--- src/rtl/filter_mul_share_arbiter_if.sv ---
// Bundle of requester, shared-multiplier and response signals for the filter multiplier arbiter.
// The master side is the requesters, the multiplier and the result consumer. The slave side is the arbiter.
interface filter_mul_share_arbiter_if #(
    parameter int NUM_REQ = 4,
    parameter int ID_W    = 2,
    parameter int A_W     = 8,
    parameter int B_W     = 22,
    parameter int P_W     = 29
);
    logic [NUM_REQ-1:0]     req_valid;
    logic [NUM_REQ*A_W-1:0] req_a;
    logic [NUM_REQ*B_W-1:0] req_b;
    logic [NUM_REQ-1:0]     req_ready;
    logic [A_W-1:0]         mul_din0;
    logic [B_W-1:0]         mul_din1;
    logic [P_W-1:0]         mul_dout;
    logic                   rsp_valid;
    logic                   rsp_ready;
    logic [P_W-1:0]         rsp_p;
    logic [ID_W-1:0]        rsp_id;

    modport master (
        output req_valid, req_a, req_b, mul_dout, rsp_ready,
        input  req_ready, mul_din0, mul_din1, rsp_valid, rsp_p, rsp_id
    );

    modport slave (
        input  req_valid, req_a, req_b, mul_dout, rsp_ready,
        output req_ready, mul_din0, mul_din1, rsp_valid, rsp_p, rsp_id
    );
endinterface

--- src/rtl/filter_mul_share_arbiter.sv ---
// Round-robin sequencer that shares one combinational multiplier among NUM_REQ requesters.
// The operands are registered onto the multiplier inputs, and the product is captured with the requester ID.
module filter_mul_share_arbiter #(
    parameter int NUM_REQ = 4,
    parameter int ID_W    = 2,
    parameter int A_W     = 8,
    parameter int B_W     = 22,
    parameter int P_W     = 29
) (
    input  logic                         ap_clk,
    input  logic                         ap_rst,
    filter_mul_share_arbiter_if.slave    bus
);
    logic [ID_W-1:0]    r_last_grant;
    logic               r_vld_p1;
    logic [ID_W-1:0]    r_id_p1;
    logic [A_W-1:0]     r_a_p1;
    logic [B_W-1:0]     r_b_p1;
    logic               r_vld_p2;
    logic [ID_W-1:0]    r_id_p2;
    logic [P_W-1:0]     r_p_p2;

    logic               w_adv1;
    logic               w_adv2;
    logic               w_hi_found;
    logic               w_lo_found;
    logic [ID_W-1:0]    w_hi_id;
    logic [ID_W-1:0]    w_lo_id;
    logic               w_found;
    logic [ID_W-1:0]    w_win_id;
    logic               w_xfer;
    logic [NUM_REQ-1:0] w_ready;
    logic [A_W-1:0]     w_a;
    logic [B_W-1:0]     w_b;

    assign w_adv2 = !r_vld_p2 || bus.rsp_ready;
    assign w_adv1 = !r_vld_p1 || w_adv2;

    // Rotating priority: the lowest index above last_grant wins, otherwise the lowest index at or below it.
    always_comb begin
        w_hi_found = 1'b0;
        w_lo_found = 1'b0;
        w_hi_id    = '0;
        w_lo_id    = '0;
        for (int i = NUM_REQ - 1; i >= 0; i--) begin
            if (bus.req_valid[i]) begin
                if (ID_W'(i) > r_last_grant) begin
                    w_hi_found = 1'b1;
                    w_hi_id    = ID_W'(i);
                end else begin
                    w_lo_found = 1'b1;
                    w_lo_id    = ID_W'(i);
                end
            end
        end
    end

    assign w_found  = w_hi_found || w_lo_found;
    assign w_win_id = w_hi_found ? w_hi_id : w_lo_id;
    assign w_xfer   = w_found && w_adv1 && !ap_rst;

    always_comb begin
        w_ready = '0;
        w_a     = '0;
        w_b     = '0;
        for (int i = 0; i < NUM_REQ; i++) begin
            if (w_win_id == ID_W'(i)) begin
                w_ready[i] = w_xfer;
                w_a        = bus.req_a[i*A_W +: A_W];
                w_b        = bus.req_b[i*B_W +: B_W];
            end
        end
    end

    always_ff @(posedge ap_clk) begin
        if (ap_rst) begin
            r_last_grant <= ID_W'(NUM_REQ - 1);
            r_vld_p1     <= 1'b0;
            r_id_p1      <= '0;
            r_a_p1       <= '0;
            r_b_p1       <= '0;
            r_vld_p2     <= 1'b0;
            r_id_p2      <= '0;
            r_p_p2       <= '0;
        end else begin
            // Stage p1: operand registers feeding the shared multiplier
            if (w_xfer) begin
                r_a_p1       <= w_a;
                r_b_p1       <= w_b;
                r_id_p1      <= w_win_id;
                r_vld_p1     <= 1'b1;
                r_last_grant <= w_win_id;
            end else if (w_adv1) begin
                r_vld_p1     <= 1'b0;
            end
            // Stage p2: product capture, held while the consumer stalls
            if (w_adv2 && r_vld_p1) begin
                r_p_p2   <= bus.mul_dout;
                r_id_p2  <= r_id_p1;
                r_vld_p2 <= 1'b1;
            end else if (bus.rsp_ready) begin
                r_vld_p2 <= 1'b0;
            end
        end
    end

    assign bus.req_ready = w_ready;
    assign bus.mul_din0  = r_a_p1;
    assign bus.mul_din1  = r_b_p1;
    assign bus.rsp_valid = r_vld_p2;
    assign bus.rsp_id    = r_id_p2;
    assign bus.rsp_p     = r_p_p2;
endmodule

--- src/flat_wrapper.sv ---
// flat-port wrapper written by rule: the top's interface ports become plain ports
module filter_mul_share_arbiter_flat 
#(
    parameter int NUM_REQ = 4,
    parameter int ID_W    = 2,
    parameter int A_W     = 8,
    parameter int B_W     = 22,
    parameter int P_W     = 29
)
  (ap_clk, ap_rst, bus_req_valid, bus_req_a, bus_req_b, bus_mul_dout, bus_rsp_ready, bus_req_ready, bus_mul_din0, bus_mul_din1, bus_rsp_valid, bus_rsp_p, bus_rsp_id);
  filter_mul_share_arbiter_if #(.NUM_REQ(NUM_REQ), .ID_W(ID_W), .A_W(A_W), .B_W(B_W), .P_W(P_W)) bus_i ();
  input  logic ap_clk;
  input  logic ap_rst;
  input wire logic [$bits(bus_i.req_valid)-1:0] bus_req_valid;
  input wire logic [$bits(bus_i.req_a)-1:0] bus_req_a;
  input wire logic [$bits(bus_i.req_b)-1:0] bus_req_b;
  input wire logic [$bits(bus_i.mul_dout)-1:0] bus_mul_dout;
  input wire logic [$bits(bus_i.rsp_ready)-1:0] bus_rsp_ready;
  output wire logic [$bits(bus_i.req_ready)-1:0] bus_req_ready;
  output wire logic [$bits(bus_i.mul_din0)-1:0] bus_mul_din0;
  output wire logic [$bits(bus_i.mul_din1)-1:0] bus_mul_din1;
  output wire logic [$bits(bus_i.rsp_valid)-1:0] bus_rsp_valid;
  output wire logic [$bits(bus_i.rsp_p)-1:0] bus_rsp_p;
  output wire logic [$bits(bus_i.rsp_id)-1:0] bus_rsp_id;
  assign bus_i.req_valid = bus_req_valid;
  assign bus_i.req_a = bus_req_a;
  assign bus_i.req_b = bus_req_b;
  assign bus_i.mul_dout = bus_mul_dout;
  assign bus_i.rsp_ready = bus_rsp_ready;
  assign bus_req_ready = bus_i.req_ready;
  assign bus_mul_din0 = bus_i.mul_din0;
  assign bus_mul_din1 = bus_i.mul_din1;
  assign bus_rsp_valid = bus_i.rsp_valid;
  assign bus_rsp_p = bus_i.rsp_p;
  assign bus_rsp_id = bus_i.rsp_id;
  filter_mul_share_arbiter #(.NUM_REQ(NUM_REQ), .ID_W(ID_W), .A_W(A_W), .B_W(B_W), .P_W(P_W)) u_core (.ap_clk(ap_clk), .ap_rst(ap_rst), .bus(bus_i));
endmodule
--- config.mk ---
export PLATFORM = sky130hd
export DESIGN_NAME = filter_mul_share_arbiter_flat
export DESIGN_NICKNAME = d
export VERILOG_FILES = /design/src/rtl/filter_mul_share_arbiter_if.sv /design/src/rtl/filter_mul_share_arbiter.sv /design/src/flat_wrapper.sv
export SDC_FILE = /design/constraint.sdc
export NUM_CORES = 1
export LEC_CHECK = 0
export BUFFER_PORTS_ARGS = -buffer_cell sky130_fd_sc_hd__buf_2
export CAP_MARGIN = 20
export CORE_ASPECT_RATIO = 1.4
export CORE_MARGIN = 2
export CORE_UTILIZATION = 46
export DETAILED_ROUTE_END_ITERATION = 6
export GPL_ROUTABILITY_DRIVEN = 0
export PLACE_DENSITY = 0.83
export SYNTH_ARGS = -nofsm -noshare
export SYNTH_HDL_FRONTEND = slang
export SYNTH_SLANG_ARGS = --single-unit
--- constraint.sdc ---
create_clock -name ap_clk -period 6.4 [get_ports ap_clk]
set_input_delay 1.92 -clock ap_clk [delete_from_list [all_inputs] [get_ports ap_clk]]
set_output_delay 1.92 -clock ap_clk [all_outputs]
set_load 0.01 [all_outputs]
After elaboration in Yosys (flattened, before gate mapping)
Cells that the tools add are included.
{"block": "word_totals", "ff_bits": 67, "inputBits": 156, "elab_cells": 76}
{"block": "classes", "n_lt_le_gt_ge": 4, "n_eq_ne": 3, "n_mux": 49, "reduce_logical": 12}
{"cell": "two-way mux 22 bit", "count": 4}
{"cell": "two-way mux 2 bit", "count": 17}
{"cell": "two-way mux 8 bit", "count": 4}
{"cell": "two-way mux 1 bit", "count": 24}
{"cell": "== test 2 bit (second input constant)", "count": 2}
{"cell": "> comparator 1 x 2 -> 1 bit (first input constant)", "count": 2}
{"cell": "> comparator 2 bit (first input constant)", "count": 2}
{"cell": "nonzero test 2 bit", "count": 2}
{"cell": "logical AND 1 bit", "count": 3}
{"cell": "logical NOT 1 bit", "count": 3}
{"cell": "logical OR 1 bit", "count": 3}
{"cell": "== test 2 x 1 -> 1 bit (second input constant)", "count": 1}
{"cell": "logical NOT 2 bit", "count": 1}

Depth between registers and ports, before layout
Gate-level depths: netlist of the first run.
{"block": "logic_depth", "ltp_word": 15, "mapped_depth": 8, "mapped_depth_nobuf": 5}

Worst setup path before layout of the first run
Ideal clock, no wire load.
{"block": "synth_path", "path_type": "input -> output", "start": "in bus_req_valid[1]", "end": "out bus_req_ready[0]", "t_arrival_ns": 3.023, "required_ns": 4.480, "path_slack_ns": 1.457, "stages": 6, "path_buffers": 2, "cell_sequence": "buf_6 -> nor2b_1 -> o21bai_1 -> nand2_2 -> buf_4 -> nor4_1"}
{"block": "synth_via", "elab_chain_cells": 7}
{"item": "from (decl)", "line_no": "flat_wrapper.sv:14", "text": "input wire logic [$bits(bus_i.req_valid)-1:0] bus_req_valid;"}
{"item": "two-way mux 1 bit", "line_no": "filter_mul_share_arbiter.sv:46", "text": "if (bus.req_valid[i]) begin"}
{"item": "two-way mux 1 bit", "line_no": "filter_mul_share_arbiter.sv:47", "text": "if (ID_W'(i) > r_last_grant) begin"}
{"item": "two-way mux 1 bit", "line_no": "filter_mul_share_arbiter.sv:46"}
{"item": "logical OR 1 bit", "line_no": "filter_mul_share_arbiter.sv:58", "text": "assign w_found = w_hi_found || w_lo_found;"}
{"item": "logical AND 1 bit (2 in a row)", "line_no": "filter_mul_share_arbiter.sv:60", "text": "assign w_xfer = w_found && w_adv1 && !ap_rst;"}
{"item": "two-way mux 1 bit *", "line_no": "filter_mul_share_arbiter.sv:67", "text": "if (w_win_id == ID_W'(i)) begin"}
{"item": "to (decl)", "line_no": "flat_wrapper.sv:19", "text": "output wire logic [$bits(bus_i.req_ready)-1:0] bus_req_ready;"}
Every way passes the cells marked *; elsewhere a longest branch is shown, timed or not.

Worst setup path after layout of the first run
{"block": "layout_path", "start": "in bus_rsp_ready", "end": "out bus_req_ready[1]"}
{"block": "layout_via", "elab_chain_cells": 5}
{"item": "from (decl)", "line_no": "flat_wrapper.sv:18", "text": "input wire logic [$bits(bus_i.rsp_ready)-1:0] bus_rsp_ready;"}
{"item": "logical OR 1 bit", "line_no": "filter_mul_share_arbiter.sv:36", "text": "assign w_adv2 = !r_vld_p2 || bus.rsp_ready;"}
{"item": "logical OR 1 bit", "line_no": "filter_mul_share_arbiter.sv:37", "text": "assign w_adv1 = !r_vld_p1 || w_adv2;"}
{"item": "logical AND 1 bit (2 in a row)", "line_no": "filter_mul_share_arbiter.sv:60"}
{"item": "two-way mux 1 bit", "line_no": "filter_mul_share_arbiter.sv:67"}
Every way passes these cells.

==> flow_summary_export.csv, run 1 <==
group,metric,value,unit
timing,tightest_slew,0.961,ns
routing,met1_length,4.02,mm
setup_path,cp-end-kind,"output port",
yosys,synth.net_count,559,
cts,clock_sinks,67,
routing,wl_met2,5.64,mm
yosys,yosys_warnings,0,
floorplan,initial_utilization,47.2,%
timing,hold_viol,0,
timing,fin_setup_tns,0,ns
yosys,seq_area_frac_synth,39.1,%
routing,postRouteAntennaNets,0,
yosys,dominantRegCellSynth,"dfxtp_1",
yosys,synthSimpleGateAreaFrac,18.8,%
cts,cts_resized,0,
cts,cts_hold_buf,0,
floorplan,coreArea,7270,µm²
worst_hold_path,hp-class,"reg2reg",
routing,wl,10.7,mm
setup_path,cp_max_fo,13,
placed_design,portBuffers,221,
cts,cts_root_buf,"clkbuf_8",
floorplan,die_w,77.0,µm
routing,avgViaCountPerCell,5.38,
cells_and_area,fin_util,65.4,%
global_route,overflow,0,
routing,routed-wl-met3,836,µm
global_route,grt_max_degree,40,
yosys,synth_top_family_by_area,"compound AO/OA/AOI/OAI gates",
yosys,ys_ff_latch,67,
yosys,muxShareOfSynthArea,8.76,%
cts,ctsHtreeMaxLevel,3,
yosys,synthXorXnorAreaFrac,0,%
job,maxCapViolCount,0,
yosys,synth-edff-count,0,
yosys,post_synth_num_cell_types,49,
outcome,status,"finished, final reports clean",
timing,setup_viol,0,
timing,maxSlewHeadroom,36.0,%
global_route,antenna_found_initial,0,
floorplan,die_area,8170,µm²
timing,skew,0.0117,ns
cells_and_area,diodes,0,
placed_design,place_area,4480,µm²
placed_design,hpwlAfterDp,8.13,mm
cts,cts_buffers,9,
cells_and_area,drive_gt1_share,42.8,%
routing,routedWlPerCell,15.1,µm
timing,min_period,5.43,ns
cts,postCtsSetupBuffers,0,
timing,finalCritPeriodShare,84.9,%
cells_and_area,layout_commonest_cell,"buf_2",
cells_and_area,final_area,4750,µm²
cells_and_area,syn_to_final_growth,38.6,%
routing,num_vias,3811,
cts,cts.path.max_buffers,2,
yosys,synth_compound_area_share,27.1,%
setup_path,cp.required,4.48,ns
power,peakVddDrop,126,µV
cells_and_area,layout_common_cells,"buf_2 (221), nand2_1 (91), dfxtp_1 (67)",
yosys,syn_avg_cell_area,8.50,µm²
global_route,grt_pass1_vias,3623,
yosys,postSynthCellCount,403,
floorplan,boundaryPins,222,
setup_path,worstSetupPathType,"in2out",
power,pwr_density_cell,259,nW/µm²
routing,drt_iter0_drc,173,
global_route,grt_use_total,25.2,%
yosys,synth_fa_ha_area_share,0,%
timing,slew_viol_final,0,
routing,drt_pass1_iterations,4,
timing,max_freq,184,MHz
global_route,grt_pass1_wl,16.5,mm
routing,highest_layer,"met4",
timing,rsz0062_at_grt,"false",
cells_and_area,nets,763,
cts,cts.clk_slew.worst_paths,0.07,ns
routing,drc,0,
setup_path,worst_ep_arrival_time,3.51,ns
setup_path,start_kind,"input port",
floorplan,row_count,37,
timing,hold_slack,0.452,ns
yosys,syn-cell-area,3430,µm²
yosys,async_flop_share,0,%
cts,tritoncts,"done",
cts,insertion_delay,0.34,ns
power,leakagePower,2.27,nW
floorplan,chipHeight,106,µm
-- power by group --
part           total, mW  switching [mW]  internal (mW)
registers          0.492          0.0305          0.461
logic              0.301           0.166          0.136
clock network      0.437           0.167          0.270
total               1.23           0.363          0.867
-- layer usage --
metal  GRT usage, %  up-vias
met5              0        -
met4           9.22        0
met3           7.39       18
met2           46.2      176
met1           27.1     1728
li1               -     1889
-- final timing paths --
check             slack (ns)  cells after the start                endpoint                    from
hold / removal          0.45                      2    u_core.bus.rsp_p[24]    u_core.bus.rsp_p[24]
hold reg to reg         0.45                      2    u_core.bus.rsp_p[24]    u_core.bus.rsp_p[24]
setup / recovery        0.97                      6        bus_req_ready[1]           bus_rsp_ready
setup reg to reg        4.30                      5  u_core.bus.mul_din1[5]  u_core.r_last_grant[1]
-- kinds of logic (layout without fill, tap and decap cells) --
logic type / after synthesis / in the layout
AOI/OAI and AO/OA: 131 / 131
buffers and inverters: 36 / 245
DFF: 67 / 67
muxes: 30 / 30
and+or+nand+nor: 139 / 139
-- through the flow --
step / total power [mW] / setup slack [ns] / instances
after floorplan: 0.685 / 1.46 / 403
after global routing: 1.29 / 0.810 / 709
after detailed placement: 0.799 / 0.996 / 691
after global placement: 0.790 / 1.03 / 691
final: 1.23 / 0.969 / 709
after CTS: 1.24 / 0.980 / 707
-- state kept, by name, indices dropped and copies added (netlist names) --
signal                flops
u_core.r_last_grant       2
u_core.bus.rsp_p         29
u_core.r_vld_p1           1
u_core.bus.mul_din0       8
u_core.r_id_p1            2
u_core.bus.mul_din1      22
u_core.bus.rsp_id         2
u_core.bus.rsp_valid      1
-- worst max-delay path, cell delays in order --
cell     delay, ns
buf_2         0.09
and3b_1       0.19
nor3_2        0.51
nand2_1       0.44
nor2_1        0.21
buf_2         0.16
-- cell usage after synthesis, drive strengths merged, types with 8 or more instances --
| cell type | number | share of area, % |
|---|---|---|
| nand2 | 92 | 10 |
| a21oi | 53 | 7.8 |
| a22oi | 17 | 4.7 |
| o221ai | 17 | 4.3 |
| mux2i | 30 | 8.8 |
| clkbuf | 10 | 1.1 |
| o21ai | 8 | 1.6 |
| buf | 23 | 4.9 |
| dfxtp | 67 | 39 |
| nand3 | 8 | 1.2 |
| o211ai | 13 | 3.0 |
| nor2 | 11 | 1.5 |
-- cell type report --
cell class	count	area, µm²
well taps	97	121
inverters	3	11.3
clock inverters	6	111
flip-flops and latches	67	1340
fillers	654	2520
repair buffers	226	1150
multi-input cells	300	1870
clock buffers	10	138
(Power assumes the default switching activity.)
==> inputs of run 2 (changes only) <==
CORE_UTILIZATION = 43   (was 46)
PLACE_DENSITY = 0.78   (was 0.83)
clock period = 5.3 ns   (was 6.4 ns; I/O delays follow)
==> run 2 against run 1 <==
Net effect:
- design area shrank 0.18%
- register-to-register slack lost 1.1 ns
- critical endpoint unchanged
- critical path type unchanged
- wire length grew 1.2%
- via count shrank 0.52%
- highest routed layer unchanged
==> flow_summary_export.csv, run 2 (synthesis gave the netlist of run 1 again) <==
group,metric,value,unit
power,leakagePower,2.27,nW
worst_hold_path,min_from,"u_core.bus.rsp_id[0]",
placed_design,post-place-ws,0.708,ns
timing,max_freq,217,MHz
cells_and_area,diodes,0,
cells_and_area,fin_util,61.2,%
cts,cts_hold_buf,0,
worst_hold_path,hp-class,"reg2reg",
setup_path,cp.required,3.71,ns
placed_design,place_area,4500,µm²
cells_and_area,layout_commonest_cell,"buf_2",
floorplan,die_w,79.5,µm
power,pwr_density_cell,304,nW/µm²
global_route,grt_max_degree,40,
setup_path,rr_endpoint,"u_core.bus.mul_din1[5]",
routing,routedWlPerCell,15.2,µm
global_route,grt_use_total,24.1,%
timing,hold_slack,0.452,ns
setup_path,start_kind,"input port",
global_route,antenna_found_initial,0,
timing,tightest_slew,0.906,ns
timing,skew,0.0101,ns
floorplan,chipHeight,110,µm
cells_and_area,final_area,4740,µm²
setup_path,cpLargestDelayFamily,"simple AND/OR/NAND/NOR gates",
cells_and_area,nets,764,
setup_path,worstSetupPathType,"in2out",
power,peakVddDrop,166,µV
cts,clock_sinks,67,
routing,drc,0,
setup_path,worstRegToRegCells,5,
routing,avgViaCountPerCell,5.32,
timing,slew_viol_final,0,
global_route,overflow,0,
outcome,status,"finished, final reports clean",
cells_and_area,largest_register_ffs,29,
cells_and_area,layout_common_cells,"buf_2 (221), nand2_1 (91), dfxtp_1 (67)",
routing,num_vias,3791,
cts,postCtsSetupBuffers,0,
cts,ctsHtreeMaxLevel,3,
setup_path,crit_top_cell,"buf_2",
timing,min_period,4.60,ns
floorplan,initial_utilization,44.2,%
floorplan,boundaryPins,222,
timing,finalCritPeriodShare,86.8,%
job,maxCapViolCount,0,
routing,wl,10.8,mm
timing,fin_setup_tns,0,ns
placed_design,placed_cells,696,
routing,drt_iter0_drc,184,
timing,rsz0062_at_grt,"false",
cts,insertion_delay,0.35,ns
routing,drt_pass1_iterations,5,
setup_path,crit_buf_inv,3,
setup_path,cp_max_fo,25,
global_route,grt_pass1_wl,16.4,mm
worst_hold_path,hold_end,"u_core.bus.rsp_id[0]",
setup_path,cp-end-kind,"output port",
timing,worst_slack,0.697,ns
setup_path,worstSetupStartpoint,"bus_req_valid[3]",
power,total_power,1.44,mW
setup_path,r2r-start,"u_core.r_last_grant[1]",
worst_hold_path,hold_path_depth,2,
cts,cts.clk_slew.worst_paths,0.07,ns
global_route,grt_pass1_vias,3563,
cts,cts_root_buf,"clkbuf_8",
setup_path,worst_ep_arrival_time,3.01,ns
timing,setup_viol,0,
routing,postRouteAntennaNets,0,
cells_and_area,drive_gt1_share,42.9,%
placed_design,hpwlAfterDp,8.25,mm
setup_path,slowest_delay,0.36,ns
floorplan,die_area,8710,µm²
cts,cts.path.max_buffers,2,
floorplan,coreArea,7750,µm²
cts,cts_resized,0,
floorplan,row_count,38,
setup_path,crit_chain,"buf_2 > nor4_4 > nor3_2 > buf_4 > nand2_1 > nor2_1 > buf_2",
setup_path,r2r_slack,3.23,ns
cells_and_area,syn_to_final_growth,38.4,%
cts,tritoncts,"done",
placed_design,portBuffers,221,
setup_path,cp_slowest_cell,"nand2_1",
timing,hold_viol,0,
cells_and_area,instances_no_fill,713,
cts,cts_buffers,9,
timing,maxSlewHeadroom,39.6,%
==> run 2: report_power, final <==
| part | switching [mW] | leakage [nW] | internal (mW) |
|---|---|---|---|
| clock | 0.203 | 0.117 | 0.278 |
| sequential | 0.0350 | 0.555 | 0.557 |
| combinational | 0.201 | 1.60 | 0.165 |
==> run 2: worst max-delay path by stage <==
stage | slack (ns) | cells after the start | end
6_report | 0.70 | 7 | bus_req_ready[1]
3_3_place_gp | 0.74 | 7 | bus_req_ready[1]
5_1_grt | 0.60 | 7 | bus_req_ready[1]
3_5_place_dp | 0.71 | 7 | bus_req_ready[1]
4_1_cts | 0.71 | 7 | bus_req_ready[1]
2_1_floorplan | 1.02 | 6 | bus_req_ready[0]
==> run 2: routing by layer <==
metal	track usage, %	share of wire [%]	vias up
met5	0	0	-
met2	42.4	51	179
li1	-	-	1888
met4	11.3	2.5	0
met1	27.3	39	1703
met3	5.75	7.7	21
==> run 2: final cells by class <==
cell class	instances	area [µm²]
clock buffer	10	138
clock inverter	6	87.6
multi-input combinational	300	1870
tap	100	125
timing repair buffer	227	1170
fill	712	3010
sequential	67	1340
inverter	3	11.3
==> run 2: worst register-to-register path, stage by stage, from the launching register on <==
cell,delay [ns]
dfxtp_1,0.53
nand2_1,0.10
a31oi_1,0.21
and2_1,0.75
o2111ai_1,0.25
o211ai_1,0.15
